<file path="config.mk">
export PLATFORM = sky130hd
export DESIGN_NAME = trax_turn_controller
export DESIGN_NICKNAME = d
export VERILOG_FILES = /design/src/rtl/trax_turn_controller.sv
export SDC_FILE = /design/constraint.sdc
export NUM_CORES = 1
export LEC_CHECK = 0
export CORE_ASPECT_RATIO = 1.5
export CORE_UTILIZATION = 40
export DETAILED_ROUTE_END_ITERATION = 12
export HOLD_SLACK_MARGIN = 0.12
export PLACE_DENSITY = 0.81
export SYNTH_ARGS = -nofsm -noshare
export SYNTH_HDL_FRONTEND = slang
export SYNTH_SLANG_ARGS = --single-unit
</file>
<file path="constraint.sdc">
create_clock -name clock -period 2.62 [get_ports clock]
set_input_delay 0.524 -clock clock [delete_from_list [all_inputs] [get_ports clock]]
set_output_delay 0.524 -clock clock [all_outputs]
set_load 0.03 [all_outputs]
</file>
<file path="src/rtl/trax_turn_controller.sv">
// ---------------------------------------------------------------------------
// trax_turn_controller
//   Turn sequencer between the TRAX game engine and the serial move
//   tranceiver. On game_start it takes the colour from the tranceiver and then
//   alternates turns: on our turn it accepts the engine's move and fires a
//   one-cycle transmit trigger; on the opponent's turn it waits for a
//   received move and hands it to the engine. It enforces an opponent
//   response timeout and a total-move limit, and flags stray receives.
//
// Ports
//   clock, reset        rising-edge clock, asynchronous active-high reset
//   game_start          start pulse, honoured only in IDLE
//   eng_move/valid      move offered by the engine
//   eng_ready           high only while waiting for the engine's move
//   opp_move/valid      received opponent move offered to the engine
//   opp_ready           engine consumes opp_move
//   trx_move_in         move presented to the tranceiver
//   trx_start_transmit  one-cycle transmit trigger
//   trx_tx_done         tranceiver finished sending
//   trx_move_out        decoded received move
//   trx_end_receive     one-cycle pulse: trx_move_out valid
//   trx_color           1 = we move first
//   my_turn             high while our move is being taken or sent
//   move_count          moves completed (sent plus received)
//   timeout             sticky: opponent failed to answer in time
//   proto_err           sticky: trx_end_receive arrived outside WAIT_RX
//   game_over           high once the game has ended
// ---------------------------------------------------------------------------
module trax_turn_controller #(
  parameter int MOVE_W         = 22,
  parameter int TIMEOUT_CYCLES = 100000,
  parameter int MAX_MOVES      = 255
) (
  input  logic              clock,
  input  logic              reset,
  input  logic              game_start,
  input  logic [MOVE_W-1:0] eng_move,
  input  logic              eng_valid,
  output logic              eng_ready,
  output logic [MOVE_W-1:0] opp_move,
  output logic              opp_valid,
  input  logic              opp_ready,
  output logic [MOVE_W-1:0] trx_move_in,
  output logic              trx_start_transmit,
  input  logic              trx_tx_done,
  input  logic [MOVE_W-1:0] trx_move_out,
  input  logic              trx_end_receive,
  input  logic              trx_color,
  output logic              my_turn,
  output logic [7:0]        move_count,
  output logic              timeout,
  output logic              proto_err,
  output logic              game_over
);

  localparam int TMR_W = (TIMEOUT_CYCLES > 1) ? $clog2(TIMEOUT_CYCLES) : 1;
  localparam logic [TMR_W-1:0] TMR_LAST = TMR_W'(TIMEOUT_CYCLES - 1);
  localparam logic [7:0] MOVE_LIMIT = 8'(MAX_MOVES);

  typedef enum logic [2:0] {
    IDLE,
    WAIT_ENG,
    SEND,
    WAIT_TX,
    WAIT_RX,
    DELIVER,
    DONE
  } state_t;

  state_t           state;
  state_t           state_next;
  logic [TMR_W-1:0] tmr;
  logic [7:0]       count_inc;

  // Datapath strobes produced by the next-state logic
  logic cap_eng;
  logic cap_rx;
  logic inc_count;
  logic set_timeout;
  logic set_proto;
  logic clr_tmr;

  assign count_inc = move_count + 8'd1;

  always_ff @(posedge clock or posedge reset) begin
    if (reset) begin
      state <= IDLE;
    end else begin
      state <= state_next;
    end
  end

  always_comb begin
    state_next         = state;
    cap_eng            = 1'b0;
    cap_rx             = 1'b0;
    inc_count          = 1'b0;
    set_timeout        = 1'b0;
    clr_tmr            = 1'b0;
    eng_ready          = 1'b0;
    opp_valid          = 1'b0;
    trx_start_transmit = 1'b0;
    my_turn            = 1'b0;
    game_over          = 1'b0;

    case (state)
      IDLE: begin
        if (game_start) begin
          if (trx_color) begin
            state_next = WAIT_ENG;
          end else begin
            state_next = WAIT_RX;
            clr_tmr    = 1'b1;
          end
        end
      end
      WAIT_ENG: begin
        eng_ready = 1'b1;
        my_turn   = 1'b1;
        if (eng_valid) begin
          cap_eng    = 1'b1;
          state_next = SEND;
        end
      end
      SEND: begin
        trx_start_transmit = 1'b1;
        my_turn            = 1'b1;
        state_next         = WAIT_TX;
      end
      WAIT_TX: begin
        my_turn = 1'b1;
        if (trx_tx_done) begin
          inc_count = 1'b1;
          if (count_inc == MOVE_LIMIT) begin
            state_next = DONE;
          end else begin
            state_next = WAIT_RX;
            clr_tmr    = 1'b1;
          end
        end
      end
      WAIT_RX: begin
        // A receive landing on the expiry cycle takes priority over timeout
        if (trx_end_receive) begin
          cap_rx     = 1'b1;
          state_next = DELIVER;
        end else if (tmr == TMR_LAST) begin
          set_timeout = 1'b1;
          state_next  = DONE;
        end
      end
      DELIVER: begin
        opp_valid = 1'b1;
        if (opp_ready) begin
          inc_count  = 1'b1;
          state_next = (count_inc == MOVE_LIMIT) ? DONE : WAIT_ENG;
        end
      end
      DONE: begin
        game_over = 1'b1;
      end
      default: begin
        state_next = IDLE;
      end
    endcase
  end

  // A stray receive is flagged and dropped; it never moves the FSM
  assign set_proto = trx_end_receive && (state != WAIT_RX);

  always_ff @(posedge clock or posedge reset) begin
    if (reset) begin
      trx_move_in <= '0;
      opp_move    <= '0;
      move_count  <= '0;
      timeout     <= 1'b0;
      proto_err   <= 1'b0;
      tmr         <= '0;
    end else begin
      if (cap_eng) begin
        trx_move_in <= eng_move;
      end
      if (cap_rx) begin
        opp_move <= trx_move_out;
      end
      if (inc_count) begin
        move_count <= count_inc;
      end
      if (set_timeout) begin
        timeout <= 1'b1;
      end
      if (set_proto) begin
        proto_err <= 1'b1;
      end
      if (clr_tmr) begin
        tmr <= '0;
      end else if (state == WAIT_RX) begin
        tmr <= tmr + TMR_W'(1);
      end
    end
  end

endmodule
</file>
## Word-level counts from Yosys, hierarchy flattened

Cells that the tools add are included.
W data, S select, Z words.

- Register bits: 74
- Output and inout port bits: 59

- Reduce and logical (&&, ||, !) cells: 5
- $add $sub $neg: 2
- Muxes and demuxes: 32
- Bitwise operators: 1
- Equality and inequality tests: 14

Operator list:

| cell | count |
|---|---|
| $mux W17 | 2 |
| $mux W3 | 8 |
| $pmux W3 S7 | 1 |
| $mux W1 | 18 |
| $add A17 B1 Y17 const B | 1 |
| $eq A17 B17 Y1 const B | 1 |
| $eq A3 B3 Y1 const B | 3 |
| $add A8 B1 Y8 const B | 1 |
| $eq A8 B8 Y1 const B | 1 |
| $ne A2 B2 Y1 const B | 4 |
| $eq A3 B2 Y1 const B | 2 |
| $ne A3 B3 Y1 const B | 2 |
| $reduce_and A6 Y1 | 1 |
| $pmux W1 S2 | 2 |
| $eq A3 B1 Y1 const B | 1 |
| $logic_not A3 Y1 | 1 |
| $reduce_or A3 Y1 | 1 |
| $mux W2 | 1 |
| $reduce_bool A2 Y1 | 1 |
| $logic_and A1 B1 Y1 | 1 |
| $not A1 Y1 | 1 |

## Longest topological paths before layout

Gate-level depths: netlist of run 1.

- Depth in word-level cells: 6
- Mapped depth: 8
- Depth with buffers taken out: 6

## Worst setup path after synthesis of run 1

No wires, ideal clock.

- Kind: flip-flop to flip-flop
- Start: register state[2]
- End: register trx_move_in[0]
- Required time: 2.495 ns
- Clock period less this slack: 2.514 ns
- Slack: 0.106 ns
- Data arrival time: 2.389 ns
- Path buffers: 2
- Library setup time: 0.125 ns
- Stages on the path, launching flop included: 6
- Path through: dfrtp_1 clkbuf_1 nor3b_1 nor2b_1 clkbuf_1 mux2_2

- Longest elaborated chain between the ends: 2

Ends and longest elaborated chain:

| item | line | source |
|---|---|---|
| start: declaration | 70 | `state_t state;` |
| start signal: assignment | 89 | `state <= state_next;` |
| $eq A3 B1 Y1 | 106 | `case (state)` |
| $mux W1 | 106 |  |
| end signal: assignment | 181 | `trx_move_in <= eng_move;` |
| end: declaration | 43 | `output logic [MOVE_W-1:0] trx_move_in,` |

Every way passes these cells.
A chain may end at the register's enable or synchronous reset.

## Worst setup path after layout of run 1

- Start: register state[1]
- End: output my_turn

- Longest elaborated chain between the ends: 3
- Elaborated cells on any way between the ends: 5

Ends and longest elaborated chain:

| item | line | source |
|---|---|---|
| $eq A3 B2 Y1 or $eq A3 B1 Y1 (tied branches) | 106 |  |
| $reduce_or A3 Y1 (no source line) * | n/a |  |
| $mux W1 * | 106 |  |
| end: declaration | 49 | `output logic my_turn,` |

Mark *: on every way between the ends. The rest lies on a longest branch, timed or not.

==> impl_metrics.yaml, run 1 <==
run_status:
  outcome: "finished clean"
timing:
  setup_viol: 0
  finalHoldViolations: 0
  period_needed_ns: 2.51
  post-route-period-util_pct: 95.9
  fin_ws_ns: 0.107
  fin_setup_tns_ns: 0
  drv_slew: 0
  rsz0062_at_grt: "no"
  slew_headroom_pct: 68.7
  max_freq_ghz: 0.398
  clock_skew_ns: 0.00396
  tightest_slew_ns: 0.469
layout:
  fillers: 709
  antenna_cells: 0
  area_growth_pct: 43.9
  nets: 461
  drive_gt1_share_pct: 19.8
  stdcell_count: 517
logic_synthesis:
  ys_seq_area_share_pct: 53.7
  synthSimpleGateAreaFrac_pct: 16.0
  avgSynthCellArea_um2: 11.8
  async_flop_share_pct: 100
  netlist_top_cells_area: "dfrtp_1, mux2_2, xnor2_1, nor2_1, nor3_1"
  synth_top_family_by_area: "multiplexers"
  synth_nets: 348
  synth_top_area_cell: "dfrtp_1"
  synth.mux.area_fraction_pct: 16.4
  synth_common_cells: "dfrtp_1, mux2_2, nor2_1, xnor2_1, nor3_1"
  synth_edf_count: 0
  synthCells: 293
  yosysUniqueCellTypes: 43
  synth_top_area_share_pct: 53.7
  yosysMostFrequentCell: "dfrtp_1"
  synth_xor_area_share_pct: 5.84
  syn_area_um2: 3450
  yosysWarnings: 0
  synth_seq_cells: 74
  synth_ff_type: "dfrtp_1"
  synth_compound_area_share_pct: 3.95
  synthAdderAreaFrac_pct: 1.09
placed_design:
  post-place-ws_ns: 0.447
  gp_congestion: 0.807
  port_buffers: 110
  place_hpwl_mm: 5.69
  dp.cells: 502
cts:
  cts_sinks: 74
  h-tree-depth: 3
  cts_tree: "yes"
  clockBufferDepth: 2
  hold_buffers: 0
  clock_latency_ns: 0.33
  cts_root_buffer: "clkbuf_16"
  numCtsBuffers: 9
  path_clk_slew_ns: 0.06
  cts_setup_buffers: 0
die:
  core_area_um2: 8410
  die_area_um2: 9010
  start_util_pct: 41.0
  dieWidth_um: 77.8
  io_pins: 111
  rows: 41
  die_y_um: 116
critical_path:
  worst_ep_arrival_time_ns: 1.99
  critPathRequiredTime_ns: 2.10
  path_max_fanout: 16
  reg2reg_depth: 5
  startpoint_type: "register"
  critPathKind: "register to primary output"
  endpoint_kind: "primary output"
worst_hold_path:
  hold_depth: 1
  hp-class: "register to register"
power:
  ir_drop_mv: 0.734
  combinationalPowerShare_pct: 46.9
  power-per-cell-area_nw_per_um2: 1150
  clockPowerShare_pct: 19.9
  fin_total_pwr_mw: 5.73
  seq_power_share_pct: 33.3
  switching_share_pct: 38.8
  power.switching_mw: 2.22
  internal_power_mw: 3.51
  p_leak_nw: 2.05
grt:
  track_usage_pct: 18.1
  first_global_vias: 2626
  grt_overflow: 0
  grt_start_max_net_pins: 75
  grt_pass1_wl_mm: 12.4
  gr-usage-met1_pct: 19.5
  antenna_found_initial: 0
  grt_use_met3_pct: 5.67
  top_usage_layer: "met2"
  use_met2_pct: 32.6
drt:
  wire_per_inst_um: 15.3
  first_pass_iters: 4
  wirelength_mm: 7.91
  post-route-drc-count: 0
  vias_per_cell: 5.17
  ant_nets: 0
  drt_iter0_drc: 132
  num_vias: 2674
run:
  maxCapViolations: 0
## worst paths after layout
| check | start | endpoint | slack [ns] |
|---|---|---|---|
| max in group asynchronous | reset | state[0] | 1.70 |
| min in group asynchronous | reset | opp_move[4] | 0.60 |
| hold reg to reg | proto_err | proto_err | 0.48 |
| setup / recovery | state[1] | my_turn | 0.11 |
| hold / removal | proto_err | proto_err | 0.48 |
| setup reg to reg | state[1] | tmr[16] | 0.50 |
## cells in the final DEF (no fill, tap or decap), types with 2 or more instances in the layout
cell type,n
clkinvlp_4,3
xnor2_1,18
o211ai_1,2
nand2_1,13
clkdlybuf4s50_1,110
mux2_2,46
dfrtp_1,73
or4_4,2
nand4_1,10
nor2b_2,2
nand3_1,7
clkbuf_8,2
nand3b_1,2
o21ai_0,3
nor3_2,4
and3_1,3
clkbuf_16,9
ha_1,3
nor2b_1,3
inv_1,6
a21oi_1,11
nor4_1,2
xor2_1,5
mux2i_1,2
buf_4,7
and3b_1,3
nor2_1,22
nor3_1,16
## flip-flops by register name, summed over array words and instances, names as in the netlist
| signal | count |
|---|---|
| opp_move | 22 |
| trx_move_in | 22 |
| tmr | 17 |
| move_count | 8 |
| state | 3 |
| proto_err | 1 |
| timeout | 1 |
## layer usage
layer | up-vias | routed length (µm)
met2 | 78 | 4300
li1 | 1262 | -
met1 | 1325 | 2990
met5 | - | 0
met3 | 9 | 479
met4 | 0 | 139
## layout make-up
cell class	count	area [µm²]	share of cell area, %
timing repair buffer	118	1170	23.6
sequential	74	1850	37.3
inverter	7	26.3	0.529
clock inverter	4	27.5	0.555
multi-input combinational	196	1500	30.1
tap	107	134	2.70
clock buffer	11	253	5.09
## stage by stage
| step | instance area, µm² | utilization [%] | hold WS, ns |
|---|---|---|---|
| after floorplan | 3450 | - | 0.532 |
| after global placement | 4680 | 55.7 | 0.444 |
| after detailed placement | 4680 | 55.7 | 0.464 |
| after CTS | 4960 | 59.0 | 0.476 |
| after global routing | 4960 | 59.0 | 0.505 |
| final | 4960 | 59.0 | 0.477 |
## power groups by stage
stage / Sequential [mW] / Clock [mW] / Combinational (mW)
2_1_floorplan: 2.56 / 0 / 0.952
6_report: 1.91 / 1.14 / 2.69
5_1_grt: 1.98 / 1.22 / 2.82
4_1_cts: 1.91 / 1.17 / 2.71
3_5_place_dp: 1.93 / 0 / 2.69
3_3_place_gp: 1.89 / 0 / 2.66
## timing repair
action | in CTS | in global routing
endpoints found under the setup margin | 0 | 2
hold endpoints to repair | 0 | 0
gates resized for setup | 0 | 1
## kinds of logic (layout without fill, tap and decap cells)
logic type,Yosys count,count (layout)
buffers and inverters,23,140
and+or+nand+nor,99,99
xor gates and xnor gates,23,23
DFF,74,74
AOI/OAI and AO/OA,22,22
muxes,49,49
adders and majority gates,3,3
## critical path, cell delays in order, from the launching register on
cell	delay, ns
dfrtp_1	0.63
nor2_1	0.14
nor2_1	0.18
clkdlybuf4s50_1	0.71
(Power assumes the default switching activity.)
==> run 2: changes to the inputs <==
--- a/config.mk
+++ b/config.mk
@@ -8,6 +8,7 @@
 export CORE_ASPECT_RATIO = 1.5
 export CORE_UTILIZATION = 40
 export DETAILED_ROUTE_END_ITERATION = 12
+export GPL_TIMING_DRIVEN = 0
 export HOLD_SLACK_MARGIN = 0.12
 export PLACE_DENSITY = 0.81
 export SYNTH_ARGS = -nofsm -noshare
==> impl_metrics.yaml, run 2 (synthesis results as in run 1) <==
layout:
  final_cell_mix: "clkdlybuf4s50_1, dfrtp_1, mux2_2"
  stdcell_count: 525
  reg_top3: "opp_move x22, trx_move_in x22, tmr x17"
  antenna_cells: 0
  drive_gt1_share_pct: 18.2
  nets: 469
  area_growth_pct: 44.2
  stdcell_area_um2: 4970
  final_common_cell: "clkdlybuf4s50_1"
drt:
  drt_iter0_drc: 145
  wire_per_inst_um: 14.5
  ant_nets: 0
  vias_per_cell: 5.14
  num_vias: 2701
  wirelength_mm: 7.62
  first_pass_iters: 4
  post-route-drc-count: 0
timing:
  period_needed_ns: 2.42
  clock_skew_ns: 0.00400
  post-route-period-util_pct: 92.5
  tightest_slew_ns: 0.895
  rsz0062_at_grt: "no"
  max_freq_ghz: 0.413
  finalHoldViolations: 0
  setup_viol: 0
  drv_slew: 0
  slew_headroom_pct: 40.3
cts:
  path_clk_slew_ns: 0.05
  cts_tree: "yes"
  cts_root_buffer: "clkbuf_16"
  cts_sinks: 74
  clockBufferDepth: 2
  numCtsBuffers: 9
  h-tree-depth: 3
  clock_latency_ns: 0.33
power:
  power-per-cell-area_nw_per_um2: 1160
  ir_drop_mv: 0.767
  p_leak_nw: 2.10
grt:
  antenna_found_initial: 0
  grt_overflow: 0
  track_usage_pct: 17.7
  grt_pass1_wl_mm: 12.4
  first_global_vias: 2791
  grt_start_max_net_pins: 75
die:
  io_pins: 111
  start_util_pct: 41.0
  die_y_um: 116
  dieWidth_um: 77.8
  core_area_um2: 8410
  rows: 41
  die_area_um2: 9010
critical_path:
  path_max_fanout: 10
  startpoint_type: "register"
  worstReg2RegEnd: "tmr[7]"
  r2r-start: "move_count[1]"
  critPathRequiredTime_ns: 2.10
  endpoint_kind: "primary output"
  worst_ep_arrival_time_ns: 1.90
  critPathKind: "register to primary output"
  reg2reg_depth: 7
  r2r_setup_slack_ns: 0.23
worst_hold_path:
  hold_depth: 1
  hp-start: "proto_err"
  hold_path_end: "proto_err"
  hp-class: "register to register"
run:
  maxCapViolations: 0
placed_design:
  place_hpwl_mm: 5.55
  gp_congestion: 0.838
  dpl_cell_area_um2: 4690
  port_buffers: 110
  dp.cells: 510
run_status:
  outcome: "finished clean"
[run 2: cell types whose count changed in the layout (fill, tap and decap cells not counted), sizes merged]
cell,before,now
clkdlybuf4s50,110,105
clkbuf,11,19
buf,8,7
clkinv,1,3
dlygate4sd2,0,3
bufinv,0,1
clkinvlp,3,1
dlymetal6s2s,0,2
[run 2: layer usage]
layer	track usage [%]	vias to the layer above	part of all wire (%)
li1	-	1273	-
met1	19.0	1328	38
met2	31.7	88	55
met3	4.80	12	5.2
met4	9.31	0	1.8
met5	0	-	0
[run 2: layout make-up]
cell class	count	area, µm²
Fill cell	708	3440
Multi-Input combinational cell	196	1490
Sequential cell	74	1850
Clock buffer	10	229
Buffer	16	81.3
Clock inverter	5	56.3
Timing Repair Buffer	110	1100
Tap cell	107	134
Inverter	7	28.8
[run 2: what timing repair did]
| item | in CTS | in global routing |
|---|---|---|
| hold buffers | 0 | 0 |
| resized for setup | 4 | 2 |
| setup buffers | 0 | 0 |
| endpoints found under the setup margin | 4 | 2 |
[run 2: report_power, final]
part / total [mW] / internal, mW / switching [mW]
Sequential: 1.82 / 1.56 / 0.264
Clock: 1.18 / 0.729 / 0.452
Combinational: 2.76 / 1.27 / 1.50
Total: 5.77 / 3.55 / 2.22
[run 2: worst max-delay path, cell delays in order (launching register included)]
cell	delay (ns)
dfrtp_1	0.40
clkbuf_1	0.20
clkbuf_2	0.22
nand2b_1	0.17
nor2_1	0.15
dlygate4sd2_1	0.43
[run 2: through the flow]
stage	utilization [%]	TNS, ns	power [mW]	worst slack (ns)	hold WS (ns)
global route	59.1	0	6.08	0.0178	0.480
global placement	55.7	-71.33	4.56	-0.968	0.451
floorplan	-	0	3.51	0.106	0.532
detailed placement	55.7	0	4.63	0.160	0.458
finish	59.1	0	5.77	0.196	0.464
CTS	59.1	0	5.84	0.0364	0.468
[run 2: worst max path at each step]
stage	from	endpoint	slack, ns	depth (start not counted)
floorplan	state[2]	trx_move_in[0]	0.11	5
global placement	reset	move_count[5]	-0.97	2
detailed placement	eng_valid	trx_move_in[6]	0.16	5
CTS	state[2]	my_turn	0.04	4
global route	state[2]	opp_valid	0.02	5
finish	state[2]	trx_start_transmit	0.20	5
==> run 3: changes to the inputs <==
--- a/config.mk
+++ b/config.mk
@@ -11,6 +11,7 @@
 export GPL_TIMING_DRIVEN = 0
 export HOLD_SLACK_MARGIN = 0.12
 export PLACE_DENSITY = 0.81
+export RECOVER_POWER = 100
 export SYNTH_ARGS = -nofsm -noshare
 export SYNTH_HDL_FRONTEND = slang
 export SYNTH_SLANG_ARGS = --single-unit
==> impl_metrics.yaml, run 3 (synthesis results as in run 1) <==
run:
  maxCapViolations: 1
placed_design:
  place_hpwl_mm: 5.55
  port_buffers: 110
  gp_congestion: 0.838
  dpl_cell_area_um2: 4690
drt:
  ant_nets: 0
  first_pass_iters: 4
  post-route-drc-count: 0
  wirelength_mm: 7.65
  vias_per_cell: 5.14
  wire_per_inst_um: 14.6
  drt_iter0_drc: 141
  num_vias: 2697
critical_path:
  path_max_fanout: 10
  max_stage_delay_ns: 0.43
  startpoint_type: "register"
  critPathRequiredTime_ns: 2.10
  critPathKind: "register to primary output"
  critPathTopFamily: "buffers and inverters"
  path_buf_inv: 3
  endpoint_kind: "primary output"
  cp_cell_sequence: "clkbuf_1 -> clkbuf_2 -> nand2b_1 -> nor2_1 -> dlygate4sd2_1"
  worst_ep_arrival_time_ns: 1.89
  cp_slowest_cell: "dlygate4sd2_1"
grt:
  antenna_found_initial: 0
  track_usage_pct: 17.7
  grt_overflow: 0
  grt_start_max_net_pins: 75
  first_global_vias: 2791
  grt_pass1_wl_mm: 12.4
worst_hold_path:
  hp-class: "register to register"
layout:
  final_cell_mix: "dfrtp_1, dlygate4sd3_1, clkdlybuf4s50_1"
  stdcell_area_um2: 4930
  final_common_cell: "dfrtp_1"
  final_core_util_pct: 58.6
  fillers: 719
  multi_input_area_um2: 1480
  reg_top3: "opp_move x22, trx_move_in x22, tmr x17"
  regArea_um2: 1850
  nets: 469
  drive_gt1_share_pct: 16.7
  antenna_cells: 0
  area_growth_pct: 42.9
cts:
  cts_root_buffer: "clkbuf_16"
  clockBufferDepth: 2
  clock_latency_ns: 0.33
  path_clk_slew_ns: 0.05
  h-tree-depth: 3
  cts_sinks: 74
  cts_tree: "yes"
  numCtsBuffers: 9
  cts_setup_buffers: 0
timing:
  finalHoldViolations: 0
  tightest_slew_ns: 1.49
  rsz0062_at_grt: "no"
  setup_viol: 0
  post-route-period-util_pct: 92.3
  max_freq_ghz: 0.414
  slew_headroom_pct: 0.683
  period_needed_ns: 2.42
  drv_slew: 0
  clock_skew_ns: 0.00492
power:
  ir_drop_mv: 0.742
  fin_total_pwr_mw: 5.58
  seq_power_share_pct: 32.4
  p_leak_nw: 2.10
  switching_share_pct: 39.4
  power.switching_mw: 2.19
  power-per-cell-area_nw_per_um2: 1130
  internal_power_mw: 3.38
  clockPowerShare_pct: 21.2
  combinationalPowerShare_pct: 46.5
die:
  core_area_um2: 8410
  rows: 41
  io_pins: 111
  start_util_pct: 41.0
  die_y_um: 116
  dieWidth_um: 77.8
  die_area_um2: 9010
run_status:
  outcome: "finished with violations"
  violations: "max-capacitance violations"
==> run 3: cell types whose count changed in the layout (fill, tap and decap cells not counted), moves of 2 or more <==
cell / before / now
or4_1: 1 / 3
buf_2: 4 / 1
dlygate4sd3_1: 0 / 55
clkdlybuf4s50_1: 105 / 50
buf_6: 2 / 0
or4_4: 2 / 0
clkbuf_1: 9 / 14
dlymetal6s2s_1: 2 / 0
clkbuf_2: 1 / 3
==> run 3: power groups by stage <==
stage	combinational, mW	sequential [mW]	clock, mW
4_1_cts	2.79	1.83	1.22
3_3_place_gp	2.75	1.81	0
2_1_floorplan	0.952	2.56	0
3_5_place_dp	2.79	1.84	0
5_1_grt	2.77	1.86	1.26
6_report	2.59	1.81	1.18
==> run 3: area by class of cell <==
class,instances,share of cell area [%]
plain buffers,16,1.32
clock buffers,10,4.65
clock inverters,5,1.14
inverters,7,0.533
multi-input cells,196,30.1
flip-flops and latches,74,37.6
well taps,107,2.72
repair buffers,110,22.0
==> run 3: worst paths after layout <==
kind                       startpoint            endpoint  slack, ns  cells past startpoint
max reg2reg                  state[0]             tmr[16]       0.21                      7
min in group asynchronous       reset         opp_move[6]       1.09                      2
max in group asynchronous       reset       move_count[7]       0.63                      2
max                          state[2]  trx_start_transmit       0.20                      5
min reg2reg                 proto_err           proto_err       0.46                      1
min                         proto_err           proto_err       0.46                      1
==> run 3: timing repair <==
| item | 4_1_cts | 5_1_grt |
|---|---|---|
| hold buffers | 0 | 0 |
| setup endpoints to repair | 4 | 2 |
| gates cloned | 0 | 0 |
| gates resized for setup | 4 | 2 |
==> run 3: per-layer routing <==
layer  part of all wire [%]  track usage, %
met1                     38            19.0
met4                    1.5            9.31
met5                      0               0
met3                    5.4            4.80
met2                     55            31.7
==> run 3: through the flow <==
step / setup slack, ns / hold WS, ns / cells / setup TNS (ns)
global placement: -0.968 / 0.451 / 510 / -71.33
global route: 0.0179 / 0.476 / 525 / 0
CTS: 0.0364 / 0.468 / 525 / 0
detailed placement: 0.160 / 0.458 / 510 / 0
finish: 0.203 / 0.461 / 525 / 0
floorplan: 0.106 / 0.532 / 293 / 0
